**src/rtl/branch_resolver_if.sv**
```systemverilog
//------------------------------------------------------------------------------
// branch_resolver_if : EX-side branch bus, fetch redirect handshake and counters
// Revision: 1.0
//------------------------------------------------------------------------------
`default_nettype none

interface branch_resolver_if #(
  parameter int PC_WIDTH      = 32,
  parameter int COUNTER_WIDTH = 32
);
  logic                     i_valid;
  logic                     o_ready;
  logic                     i_isJump;
  logic [2:0]               i_funct3;
  logic                     i_isEqual;
  logic                     i_isLessSigned;
  logic                     i_isLessUnsigned;
  logic [PC_WIDTH-1:0]      i_pc;
  logic [PC_WIDTH-1:0]      i_target;
  logic [PC_WIDTH-1:0]      i_predPC;
  logic                     o_redirectValid;
  logic                     i_redirectReady;
  logic [PC_WIDTH-1:0]      o_redirectPC;
  logic                     o_flush;
  logic                     o_resolved;
  logic                     o_taken;
  logic                     o_illegal;
  logic [COUNTER_WIDTH-1:0] o_branchCount;
  logic [COUNTER_WIDTH-1:0] o_mispredCount;

  modport master (
    output i_valid, i_isJump, i_funct3, i_isEqual, i_isLessSigned,
           i_isLessUnsigned, i_pc, i_target, i_predPC, i_redirectReady,
    input  o_ready, o_redirectValid, o_redirectPC, o_flush, o_resolved,
           o_taken, o_illegal, o_branchCount, o_mispredCount
  );

  modport slave (
    input  i_valid, i_isJump, i_funct3, i_isEqual, i_isLessSigned,
           i_isLessUnsigned, i_pc, i_target, i_predPC, i_redirectReady,
    output o_ready, o_redirectValid, o_redirectPC, o_flush, o_resolved,
           o_taken, o_illegal, o_branchCount, o_mispredCount
  );
endinterface

`default_nettype wire

```
**src/rtl/branch_resolver.sv**
```systemverilog
//------------------------------------------------------------------------------
// branch_resolver : resolves EX-stage branches/jumps, detects mispredicts,
//                   pulses flush and holds a redirect request to fetch
// Revision: 1.0
//------------------------------------------------------------------------------
`default_nettype none

module branch_resolver #(
  parameter int PC_WIDTH      = 32,
  parameter int COUNTER_WIDTH = 32
) (
  input  wire logic         i_clock,
  input  wire logic         i_reset,
  branch_resolver_if.slave  bus
);

  typedef enum logic [0:0] {
    IDLE     = 1'b0,
    REDIRECT = 1'b1
  } state_t;

  state_t                   r_state;
  state_t                   w_stateNext;

  logic                     w_accept;
  logic                     w_illegal;
  logic                     w_cond;
  logic                     w_taken;
  logic [PC_WIDTH-1:0]      w_nextPC;
  logic                     w_mispred;
  logic                     w_legalAccept;

  logic                     r_flush;
  logic                     r_resolved;
  logic                     r_taken;
  logic                     r_illegal;
  logic [PC_WIDTH-1:0]      r_redirectPC;
  logic [COUNTER_WIDTH-1:0] r_branchCount;
  logic [COUNTER_WIDTH-1:0] r_mispredCount;

  assign w_accept      = bus.i_valid && (r_state == IDLE);
  assign w_illegal     = !bus.i_isJump && (bus.i_funct3[2:1] == 2'b01);
  assign w_legalAccept = w_accept && !w_illegal;

  always_comb begin
    w_cond = 1'b0;
    case (bus.i_funct3)
      3'b000:  w_cond = bus.i_isEqual;
      3'b001:  w_cond = !bus.i_isEqual;
      3'b100:  w_cond = bus.i_isLessSigned;
      3'b101:  w_cond = !bus.i_isLessSigned;
      3'b110:  w_cond = bus.i_isLessUnsigned;
      3'b111:  w_cond = !bus.i_isLessUnsigned;
      default: w_cond = 1'b0;
    endcase
  end

  assign w_taken   = bus.i_isJump || w_cond;
  // Fall-through address wraps silently at the top of the address space
  assign w_nextPC  = w_taken ? bus.i_target : bus.i_pc + PC_WIDTH'(4);
  assign w_mispred = (w_nextPC != bus.i_predPC);

  always_comb begin
    w_stateNext = r_state;
    case (r_state)
      IDLE:     if (w_legalAccept && w_mispred) w_stateNext = REDIRECT;
      REDIRECT: if (bus.i_redirectReady)        w_stateNext = IDLE;
      default:  w_stateNext = IDLE;
    endcase
  end

  always_ff @(posedge i_clock or negedge i_reset) begin
    if (!i_reset) begin
      r_state        <= IDLE;
      r_flush        <= 1'b0;
      r_resolved     <= 1'b0;
      r_taken        <= 1'b0;
      r_illegal      <= 1'b0;
      r_redirectPC   <= '0;
      r_branchCount  <= '0;
      r_mispredCount <= '0;
    end else begin
      r_state    <= w_stateNext;
      r_flush    <= w_legalAccept && w_mispred;
      r_resolved <= w_legalAccept;
      r_illegal  <= w_accept && w_illegal;
      if (w_legalAccept) begin
        r_taken <= w_taken;
      end
      if (w_legalAccept && w_mispred) begin
        r_redirectPC <= w_nextPC;
      end
      // Each counter saturates independently of the other
      if (w_legalAccept && (r_branchCount != '1)) begin
        r_branchCount <= r_branchCount + COUNTER_WIDTH'(1);
      end
      if (w_legalAccept && w_mispred && (r_mispredCount != '1)) begin
        r_mispredCount <= r_mispredCount + COUNTER_WIDTH'(1);
      end
    end
  end

  assign bus.o_ready         = (r_state == IDLE);
  assign bus.o_redirectValid = (r_state == REDIRECT);
  assign bus.o_redirectPC    = r_redirectPC;
  assign bus.o_flush         = r_flush;
  assign bus.o_resolved      = r_resolved;
  assign bus.o_taken         = r_taken;
  assign bus.o_illegal       = r_illegal;
  assign bus.o_branchCount   = r_branchCount;
  assign bus.o_mispredCount  = r_mispredCount;

endmodule

`default_nettype wire

```
**src/flat_wrapper.sv**
```systemverilog
// flat-port wrapper written by rule: the top's interface ports become plain ports
module branch_resolver_flat 
#(
  parameter int PC_WIDTH      = 32,
  parameter int COUNTER_WIDTH = 32
)
  (i_clock, i_reset, bus_i_valid, bus_i_isJump, bus_i_funct3, bus_i_isEqual, bus_i_isLessSigned, bus_i_isLessUnsigned, bus_i_pc, bus_i_target, bus_i_predPC, bus_i_redirectReady, bus_o_ready, bus_o_redirectValid, bus_o_redirectPC, bus_o_flush, bus_o_resolved, bus_o_taken, bus_o_illegal, bus_o_branchCount, bus_o_mispredCount);
  branch_resolver_if #(.PC_WIDTH(PC_WIDTH), .COUNTER_WIDTH(COUNTER_WIDTH)) bus_i ();
  input  wire logic i_clock;
  input  wire logic i_reset;
  input wire logic [$bits(bus_i.i_valid)-1:0] bus_i_valid;
  input wire logic [$bits(bus_i.i_isJump)-1:0] bus_i_isJump;
  input wire logic [$bits(bus_i.i_funct3)-1:0] bus_i_funct3;
  input wire logic [$bits(bus_i.i_isEqual)-1:0] bus_i_isEqual;
  input wire logic [$bits(bus_i.i_isLessSigned)-1:0] bus_i_isLessSigned;
  input wire logic [$bits(bus_i.i_isLessUnsigned)-1:0] bus_i_isLessUnsigned;
  input wire logic [$bits(bus_i.i_pc)-1:0] bus_i_pc;
  input wire logic [$bits(bus_i.i_target)-1:0] bus_i_target;
  input wire logic [$bits(bus_i.i_predPC)-1:0] bus_i_predPC;
  input wire logic [$bits(bus_i.i_redirectReady)-1:0] bus_i_redirectReady;
  output wire logic [$bits(bus_i.o_ready)-1:0] bus_o_ready;
  output wire logic [$bits(bus_i.o_redirectValid)-1:0] bus_o_redirectValid;
  output wire logic [$bits(bus_i.o_redirectPC)-1:0] bus_o_redirectPC;
  output wire logic [$bits(bus_i.o_flush)-1:0] bus_o_flush;
  output wire logic [$bits(bus_i.o_resolved)-1:0] bus_o_resolved;
  output wire logic [$bits(bus_i.o_taken)-1:0] bus_o_taken;
  output wire logic [$bits(bus_i.o_illegal)-1:0] bus_o_illegal;
  output wire logic [$bits(bus_i.o_branchCount)-1:0] bus_o_branchCount;
  output wire logic [$bits(bus_i.o_mispredCount)-1:0] bus_o_mispredCount;
  assign bus_i.i_valid = bus_i_valid;
  assign bus_i.i_isJump = bus_i_isJump;
  assign bus_i.i_funct3 = bus_i_funct3;
  assign bus_i.i_isEqual = bus_i_isEqual;
  assign bus_i.i_isLessSigned = bus_i_isLessSigned;
  assign bus_i.i_isLessUnsigned = bus_i_isLessUnsigned;
  assign bus_i.i_pc = bus_i_pc;
  assign bus_i.i_target = bus_i_target;
  assign bus_i.i_predPC = bus_i_predPC;
  assign bus_i.i_redirectReady = bus_i_redirectReady;
  assign bus_o_ready = bus_i.o_ready;
  assign bus_o_redirectValid = bus_i.o_redirectValid;
  assign bus_o_redirectPC = bus_i.o_redirectPC;
  assign bus_o_flush = bus_i.o_flush;
  assign bus_o_resolved = bus_i.o_resolved;
  assign bus_o_taken = bus_i.o_taken;
  assign bus_o_illegal = bus_i.o_illegal;
  assign bus_o_branchCount = bus_i.o_branchCount;
  assign bus_o_mispredCount = bus_i.o_mispredCount;
  branch_resolver #(.PC_WIDTH(PC_WIDTH), .COUNTER_WIDTH(COUNTER_WIDTH)) u_core (.i_clock(i_clock), .i_reset(i_reset), .bus(bus_i));
endmodule
```
**config.mk**
```make
export PLATFORM = sky130hd
export DESIGN_NAME = branch_resolver_flat
export DESIGN_NICKNAME = d
export VERILOG_FILES = /design/src/rtl/branch_resolver_if.sv /design/src/rtl/branch_resolver.sv /design/src/flat_wrapper.sv
export SDC_FILE = /design/constraint.sdc
export NUM_CORES = 1
export LEC_CHECK = 0
export ABC_AREA = 1
export CAP_MARGIN = 20
export CELL_PAD_IN_SITES_DETAIL_PLACEMENT = 0
export CELL_PAD_IN_SITES_GLOBAL_PLACEMENT = 2
export CORE_MARGIN = 2
export CORE_UTILIZATION = 25
export DETAILED_ROUTE_END_ITERATION = 8
export HOLD_SLACK_MARGIN = 0.15
export PLACE_DENSITY = 0.82
export REMOVE_ABC_BUFFERS = 1
export SETUP_SLACK_MARGIN = 0.1
export SYNTH_ARGS = -nofsm -noshare
export SYNTH_HDL_FRONTEND = slang
export SYNTH_SLANG_ARGS = --single-unit
```
**constraint.sdc**
```tcl
create_clock -name i_clock -period 3 [get_ports i_clock]
set_clock_uncertainty 0.2 [all_clocks]
set_input_delay 0.3 -clock i_clock [delete_from_list [all_inputs] [get_ports i_clock]]
set_output_delay 0.3 -clock i_clock [all_outputs]
set_load 0.01 [all_outputs]
```
==> results.ini, run 1 <==
[die]
die_area_mm2=0.03026
chipWidth_um=174.0
rows=62
start_util_pct=25.29
num_io_pins=209
core_mm2=0.02855
die_y_um=174.0

[global_routing]
met2_usage_pct=31.37
grt_max_degree=102
antenna_found_initial=5
grt_first_pass_wirelength_um=42900
grt.total_usage_pct=17.86
grt.busiest_layer=met2
use_met1_pct=22.20
met3_usage_pct=4.199
grt_overflow_total=0
first_global_vias=8115

[synth]
ys_types=31
synth_compound_area_share_pct=3.171
synthAdderAreaFrac_pct=0.5198
syn-instance-count=1100
synth_seq_area_share_pct=35.00
synth_seq_cells=101
synth-simple-area-share_pct=44.53
synth.avg_cell_area_um2=6.564
yosys-mux-area-fraction_pct=0
synth_warnings=0
synth_top_family_by_area=simple AND/OR/NAND/NOR gates
syn_area_mm2=0.007221
synthXorXnorAreaFrac_pct=7.763

[cells_and_area]
drive_gt1_share_pct=17.83
area_growth_pct=61.17
final_cell_mix=413 x nand2_1, 176 x clkdlybuf4s50_1, 126 x buf_4
nets=1552
final_common_cell=nand2_1

[worst_setup_path]
rrSetupSlack_ns=0.42
critical_path.slowest_cell=clkdlybuf4s50_1
worstPathMaxFanout=16
crit_path_max_incr_delay_ns=0.45
path_class=primary input to flip-flop
cp-end-kind=flip-flop
worstReg2RegEnd=u_core.bus.o_mispredCount[27]
r2r_cells=15
worstPathRequired_ns=3.06
cp_top_family=buffers and inverters
start_kind=primary input
crit_top_cell=nand2_1
r2r-start=u_core.bus.o_mispredCount[3]
cp_cell_sequence=clkdlybuf4s50_1 > inv_1 > nand2_1 > inv_2 > nand2_8 > clkinv_8 > buf_12 > buf_8 > buf_4 > nand2_2 > nand3_1 > nand2_1 > nand2_1 > nor2_1 > nand2_1 > nor2_4 > nand3_4 > buf_6 > buf_4 > buf_12 > nand4_1 > nand2_1
crit_arrival_ns=2.76
critPathBufInv=10

[pwr]
p_int_mw=3.011
peakVddDrop_mv=0.2370
swShare_pct=34.71
leakagePower_nw=5.749
p_seq_share_pct=36.8
clkPwrFrac_pct=28.2
combPwrFrac_pct=35.0
powerDensity_mw_per_mm2=396.3
p_sw_mw=1.601

[sta]
whs_ns=0.1853
finalSetupViolCount=0
slew-limit-headroom_pct=61.06
hold_viol_final=0
maxClockFrequency_mhz=369.7
worst_pin_slew_ns=0.5797
fin_crit_sh_pct=90.16
slew_viol_final=0
final.min_clock_period_ns=2.705
fin_ws_ns=0.2951
rsz0062_at_grt=false

[min_path]
holdPathStages=5
min-delay-start=bus_i_funct3[2]
holdPathEnd=u_core.bus.o_illegal
hold_class=primary input to flip-flop

[route]
postRouteAntennaNets=0
drt-total-wl_um=27130
firstDrtPassIters=5
drtIter0Drc=439
viasPerCell=4.438
drc=0
vias=8148
wl_per_cell_um=14.78

[placed_design]
hpwl_um=20880
portBuffers=208
gp_congestion=0.8763
pre_cts_slack_ns=-0.4649

[clocking]
cts_tree=yes
clk_path_buf_depth=2
cts-buffers-inserted=9
htree_levels=3
cts_sinks=101
cts.reportedPaths.clkPinSlew_ns=0.09
clkLatencyLatePin_ns=0.36
root_buffer=clkbuf_16

[run]
drv_cap=0

[outcome]
outcome=completed

-- metal layers --
layer,wire (um),up-vias
met5,0,-
met1,12050,3744
met3,1379,22
met2,13340,189
met4,358,0
li1,-,4193
-- registers in the layout, summed over array words and instances, names as in the netlist --
register                    count
u_core.bus.o_branchCount       32
u_core.bus.o_redirectPC        32
u_core.bus.o_resolved           1
u_core.bus.o_taken              1
u_core.bus.o_illegal            1
u_core.bus.o_redirectValid      1
u_core.bus.o_mispredCount      32
u_core.bus.o_flush              1
-- through the flow --
step / power, mW / area (um^2) / std cells / setup TNS, ns / utilization [%]
floorplan: 2.288 / 7039 / 1075 / -0.2138 / -
global placement: 3.248 / 10700 / 1799 / -24.77 / 37.49
detailed placement: 3.268 / 10700 / 1799 / -27.46 / 37.49
CTS: 4.651 / 11300 / 1825 / 0 / 39.60
global route: 4.897 / 11630 / 1833 / 0 / 40.74
finish: 4.612 / 11640 / 1836 / 0 / 40.77
-- layout make-up --
cell class | count | area (um^2)
Sequential cell | 101 | 2529
Inverter | 125 | 481.7
Clock inverter | 7 | 91.34
Multi-Input combinational cell | 849 | 4339
Antenna cell | 5 | 12.51
Timing Repair Buffer | 356 | 3478
Clock buffer | 9 | 225.2
Tap cell | 384 | 480.5
Fill cell | 3031 | 16910
-- worst reg2reg max path: cells and delay by family (launching register included) --
kind | cells | cell delay, ns
AND/OR/NAND/NOR | 11 | 1.35
buffers and inverters | 4 | 0.55
flip-flops | 1 | 0.44
-- cell usage after synthesis (all sizes together) --
| library cell | n | area (um^2) |
|---|---|---|
| xor2 | 44 | 385.4 |
| or2 | 8 | 50.05 |
| nand3b | 14 | 105.1 |
| inv | 125 | 469.2 |
| nor4 | 7 | 43.79 |
| a31oi | 1 | 6.260 |
| nor2 | 108 | 425.4 |
| xnor2 | 20 | 175.2 |
| nand4 | 47 | 294.0 |
| nand2 | 443 | 1682 |
| ha | 3 | 37.54 |
| o21ai | 33 | 165.2 |
| clkbuf | 6 | 22.52 |
| dfrtp | 101 | 2527 |
| o21bai | 7 | 52.55 |
| buf | 19 | 158.9 |
| nand3 | 82 | 452.9 |
| a21oi | 1 | 5.000 |
| nor3 | 30 | 155.1 |
| nor3b | 1 | 7.510 |
-- power groups by stage --
stage	combinational (mW)	sequential, mW	clock (mW)
after floorplan	0.498	1.79	0
after global placement	1.53	1.72	0
after detailed placement	1.54	1.73	0
after CTS	1.60	1.70	1.34
after global routing	1.78	1.73	1.39
final	1.62	1.70	1.30
-- cells by family after synthesis --
family                     Yosys count
and+or+nand+nor                    740
buffers and inverters              150
DFF                                101
xor gates and xnor gates            64
AOI/OAI and AO/OA                   42
adders and majority gates            3
-- worst max-delay path by stage --
stage | startpoint | end | slack (ns) | cells past startpoint
finish | bus_i_isJump | u_core.bus.o_mispredCount[27] | 0.30 | 22
detailed placement | bus_i_pc[3] | u_core.bus.o_mispredCount[27] | -0.46 | 21
floorplan | bus_i_funct3[1] | u_core.bus.o_redirectPC[27] | -0.07 | 17
CTS | bus_i_pc[11] | u_core.bus.o_mispredCount[22] | 0.10 | 22
global route | bus_i_pc[26] | u_core.bus.o_mispredCount[10] | 0.09 | 22
global placement | bus_i_pc[2] | u_core.bus.o_mispredCount[14] | -0.41 | 21
-- what timing repair did --
item                                    CTS  global route
hold buffers                              1             0
setup buffers                             6             5
hold endpoints to repair                101             0
cloned                                    3             1
pin swaps                                16            35
resized for setup                        45           104
endpoints found under the setup margin   64            66
(Power assumes the default switching activity.)
==> run 2: changes to the inputs <==
Settings changed: GPL_TIMING_DRIVEN from default to 0.
==> run 2 against run 1 <==
Compared with the run above: flip-flop and latch count did not move; critical path depth down 1; cell area decreased by 6.8%; power fell by 3.6%; worst hold slack about the same; sequential share of layout area grew 1.6 points; non-clock buffer count down 121; final cell count decreased by 5.8%; die area unchanged.
==> results.ini, run 2 (synthesized netlist as in run 1, its figures left out) <==
[pwr]
peakVddDrop_mv=0.2176
powerDensity_mw_per_mm2=409.8
swShare_pct=35.59
leakagePower_nw=5.247
combPwrFrac_pct=33.0
p_seq_share_pct=38.0
p_sw_mw=1.582
clkPwrFrac_pct=29.0
p_int_mw=2.863

[route]
drtIter0Drc=375
postRouteAntennaNets=0
wl_per_cell_um=16.24
viasPerCell=4.523
vias=7821
drt-total-wl_um=28090
firstDrtPassIters=4
drc=0

[cells_and_area]
area_growth_pct=50.25
multi_input_area_mm2=0.004491
final_common_cell=nand2_1
drive_gt1_share_pct=10.16
n_fill_cell=3103
final_cell_mix=420 x nand2_1, 177 x clkdlybuf4s50_1, 118 x inv_1
nets=1443
regArea_mm2=0.002529
final_core_util_pct=38.00

[placed_design]
portBuffers=208
gp_congestion=0.8815
hpwl_um=19210
pre_cts_slack_ns=-2.174

[sta]
maxClockFrequency_mhz=369.5
worst_pin_slew_ns=0.5760
slew_viol_final=0
final.min_clock_period_ns=2.706
fin_crit_sh_pct=90.21
whs_ns=0.1857
finalSetupViolCount=0
fin_ws_ns=0.2937
slew-limit-headroom_pct=61.60
hold_viol_final=0
rsz0062_at_grt=false

[clocking]
cts-buffers-inserted=9
cts_sinks=101
root_buffer=clkbuf_16
clk_path_buf_depth=2
clkLatencyLatePin_ns=0.37
htree_levels=3
cts_tree=yes
cts.reportedPaths.clkPinSlew_ns=0.09

[worst_setup_path]
r2r-start=u_core.bus.o_mispredCount[2]
critical_path.slowest_cell=clkdlybuf4s50_1
crit_arrival_ns=2.79
cp-end-kind=flip-flop
path_class=primary input to flip-flop
cp_cell_sequence=clkdlybuf4s50_1 > nand2_1 > nor2_1 > nand2_1 > nor2_1 > nand2_1 > nand2_1 > nand2_1 > nand2_1 > nand2_1 > nand2_1 > nand2_1 > nor2_1 > nand2_1 > nor2_4 > nand3_4 > buf_12 > nand2_8 > clkbuf_16 > nand2_1 > o21ai_0
rrSetupSlack_ns=0.36
start_kind=primary input
crit_top_cell=nand2_1
r2r_cells=13
worstPathMaxFanout=7
worstReg2RegEnd=u_core.bus.o_mispredCount[29]
worstPathRequired_ns=3.08
crit_path_max_incr_delay_ns=0.53

[run]
drv_cap=0

[min_path]
hold_class=primary input to flip-flop
min-delay-start=bus_i_pc[2]
holdPathEnd=u_core.bus.o_redirectPC[2]
holdPathStages=4

[global_routing]
grt.total_usage_pct=18.18
antenna_found_initial=9
grt.busiest_layer=met2
grt_first_pass_wirelength_um=43160
grt_overflow_total=0
use_met1_pct=22.29
met3_usage_pct=4.921
grt_max_degree=66
met2_usage_pct=31.16
first_global_vias=7808

[die]
rows=62
die_area_mm2=0.03026
start_util_pct=25.29
die_y_um=174.0
num_io_pins=209
chipWidth_um=174.0
core_mm2=0.02855

[outcome]
outcome=completed

-- run 2: changes by cell type in the layout (fill, tap and decap cells not counted), moves of 7 or more --
| cell | change |
|---|---|
| buf_12 | -8 |
| buf_4 | -107 |
| nand2_1 | +7 |
| nor2_2 | -7 |
-- run 2: routing by layer --
layer	up-vias	wire length [um]
met2	193	13490
li1	3981	-
met3	32	1762
met4	2	655
met1	3613	12160
met5	-	13
-- run 2: critical path, delay by kind of cell --
family,cells,cell delay [ns]
simple gates,17,1.55
compound gates,1,0.07
buf+inv,3,0.87
-- run 2: how the worst max path moves through the flow --
stage,to,cells after the start,from
final,u_core.bus.o_redirectPC[1],21,bus_i_pc[20]
after global routing,u_core.bus.o_mispredCount[15],13,u_core.bus.o_mispredCount[2]
after CTS,u_core.bus.o_branchCount[27],11,bus_i_funct3[2]
after detailed placement,u_core.bus.o_redirectPC[31],20,bus_i_funct3[1]
after global placement,u_core.bus.o_redirectPC[27],1,i_reset
after floorplan,u_core.bus.o_redirectPC[27],17,bus_i_funct3[1]
-- run 2: area by class of cell --
class,instances,share of cell area (%)
repair buffers,235,22.62
clock buffers,9,2.076
inverters,125,4.855
flip-flops and latches,101,23.31
well taps,384,4.429
diodes,7,0.1615
repair inverters,4,0.3460
clock inverters,7,0.8188
multi-input cells,857,41.39
-- run 2: per-stage QoR --
stage               TNS [ns]  total power, mW  cell area, um^2  cells
floorplan            -0.2138            2.288             7039   1075
global placement     -428.38            3.040             9602   1667
detailed placement   -137.89            3.057             9654   1669
CTS                        0            4.471            10450   1710
global route               0            4.745            10840   1724
finish                     0            4.446            10850   1729
-- run 2: repair_timing --
| action | 4_1_cts | 5_1_grt |
|---|---|---|
| endpoints found under the setup margin | 77 | 73 |
| hold buffers | 1 | 0 |
| gates resized for setup | 50 | 87 |
| hold endpoints to repair | 36 | 0 |
| buffers inserted | 17 | 6 |
| cloned | 7 | 6 |
| pin swaps | 10 | 26 |
-- run 2: power groups by stage --
stage | clock network (mW) | registers (mW) | logic (mW)
floorplan | 0 | 1.79 | 0.498
global placement | 0 | 1.71 | 1.33
detailed placement | 0 | 1.72 | 1.34
CTS | 1.34 | 1.69 | 1.43
global route | 1.40 | 1.73 | 1.62
finish | 1.29 | 1.69 | 1.47
==> run 3: changes to the inputs <==
Settings changed: SLEW_MARGIN from default to 10.
==> run 3 against run 2 <==
Compared with the run above: setup slack worse by 0.0093 ns; clock-buffer cell count unchanged; global-route usage is 0.33 points higher; first-iteration DRC count increased by 2.4%; power grew 0.84%; non-clock buffer count up 9; sequential power barely moved; worst hold slack improved by 0.013 ns; sequential share of layout area decreased by 0.43 points; flip-flop and latch count stayed put; combinational power up 3%; wire length up 2.5%; largest power group unchanged.
==> results.ini, run 3 (synthesized netlist as in run 1, its figures left out) <==
[sta]
maxClockFrequency_mhz=368.2
slew-limit-headroom_pct=39.70
whs_ns=0.1985
slew_viol_final=0
hold_viol_final=0
worst_pin_slew_ns=0.8975
rsz0062_at_grt=false
tns_ns=0
finalSetupViolCount=0
fin_crit_sh_pct=90.52
final.min_clock_period_ns=2.716
fin_ws_ns=0.2844

[worst_setup_path]
path_class=primary input to flip-flop
r2r_cells=13
critical_path.slowest_cell=clkdlybuf4s50_1
critPathBufInv=3
cp-end-kind=flip-flop
worstPathRequired_ns=3.08
cp_cell_sequence=clkdlybuf4s50_1 > nand2_1 > nor2_2 > nand2_2 > nor2_4 > nand2_1 > nand2_1 > nand2_1 > nand2_1 > nand2_1 > nand2_1 > nand2_1 > nor2_1 > nand2_1 > nor2_4 > nand3_4 > buf_12 > nand2_8 > buf_12 > nand2_1 > o21ai_0
cp_top_family=simple AND/OR/NAND/NOR gates
crit_top_cell=nand2_1
start_kind=primary input
crit_path_max_incr_delay_ns=0.55
path_depth=21
crit_arrival_ns=2.79
worstPathMaxFanout=8

[cells_and_area]
nets=1457
final_core_util_pct=38.70
area_growth_pct=52.99
drive_gt1_share_pct=10.80
multi_input_area_mm2=0.004577
final_common_cell=nand2_1
n_fill_cell=3126
final_cell_area_mm2=0.01105
regArea_mm2=0.002527
final_cell_mix=426 x nand2_1, 180 x clkdlybuf4s50_1, 118 x inv_1

[route]
drt-total-wl_um=28780
wl_met2_um=14130
drc=0
top_layer=met4
firstDrtPassIters=7
met3WireLength_um=1636
drtIter0Drc=384
postRouteAntennaNets=0
wl_per_cell_um=16.51
wirelength_met1_um=12500
vias=7958
viasPerCell=4.566

[placed_design]
place_area_mm2=0.009635
pre_cts_slack_ns=-2.146
gp_congestion=0.8815
hpwl_um=19120
portBuffers=208

[run]
drv_cap=0

[die]
num_io_pins=209
core_mm2=0.02855
chipWidth_um=174.0
rows=62
die_y_um=174.0
die_area_mm2=0.03026
start_util_pct=25.29

[clocking]
clkLatencyLatePin_ns=0.37
root_buffer=clkbuf_16
cts_tree=yes
cts_sinks=101
cts.reportedPaths.clkPinSlew_ns=0.09
htree_levels=3
clk_path_buf_depth=2
cts-buffers-inserted=9

[global_routing]
grt_overflow_total=0
first_global_vias=7897
antenna_found_initial=6
grt.total_usage_pct=18.51
grt_max_degree=67
grt_first_pass_wirelength_um=43900

[pwr]
peakVddDrop_mv=0.2314
leakagePower_nw=5.316
powerDensity_mw_per_mm2=405.8

[outcome]
outcome=completed

[min_path]
holdPathStages=4
hold_class=primary input to flip-flop

run 3: cell count changes in the layout (fill, tap and decap cells not counted), moves of 3 or more:
| cell | before | now |
|---|---|---|
| buf_6 | 1 | 6 |
| buf_12 | 4 | 10 |
| dlymetal6s2s_1 | 26 | 23 |
| clkdlybuf4s50_1 | 177 | 180 |
| nand2_2 | 20 | 14 |
| nand2_8 | 5 | 8 |
| nand3_2 | 6 | 9 |
| nand2_1 | 420 | 426 |
run 3: cell type report:
cell class	count	share of cell area, %
tap	384	4.349
multi-input combinational	861	41.43
timing repair inverter	5	0.3964
inverter	125	4.678
timing repair buffer	244	23.26
clock inverter	7	0.8042
clock buffer	9	2.039
sequential	101	22.88
antenna	7	0.1586
run 3: report_power, final:
| group | total, mW | leakage (nW) | switching [mW] | internal (mW) |
|---|---|---|---|---|
| registers | 1.69 | 1.31 | 0.143 | 1.55 |
| logic | 1.51 | 3.86 | 0.772 | 0.736 |
| clock network | 1.29 | 0.152 | 0.682 | 0.604 |
| total | 4.48 | 5.32 | 1.60 | 2.89 |
run 3: what timing repair did:
item                                    in CTS  in global routing
gates resized for setup                     53                 85
hold endpoints to repair                   101                  0
pin swaps                                   10                 22
cloned                                      10                  7
endpoints found under the setup margin      78                 72
setup buffers                               20                 14
hold buffers                                 1                  0
run 3: through the flow:
step                      power (mW)  instances
after global routing           4.771       1737
final                          4.483       1743
after CTS                      4.498       1715
after detailed placement       3.056       1668
after global placement         3.040       1667
after floorplan                2.288       1075
run 3: final timing paths:
check	startpoint	endpoint	slack, ns
setup / recovery	bus_i_pc[17]	u_core.bus.o_redirectPC[1]	0.28
hold reg to reg	u_core.bus.o_redirectPC[30]	u_core.bus.o_redirectPC[30]	0.29
max in group asynchronous	i_reset	u_core.bus.o_redirectPC[18]	1.70
setup reg to reg	u_core.bus.o_mispredCount[3]	u_core.bus.o_mispredCount[13]	0.33
hold / removal	bus_i_pc[2]	u_core.bus.o_redirectPC[2]	0.20
min in group asynchronous	i_reset	u_core.bus.o_branchCount[13]	0.21
run 3: worst reg2reg max path: cells and delay by family (launching register included):
family / cells / cell delay, ns
buffers and inverters: 2 / 0.29
AND/OR/NAND/NOR: 11 / 1.67
flip-flops: 1 / 0.44
run 3: metal layers:
metal	track usage, %	up-vias
li1	-	4033
met1	22.45	3686
met2	32.29	208
met3	4.703	31
met4	5.427	0
met5	0	-
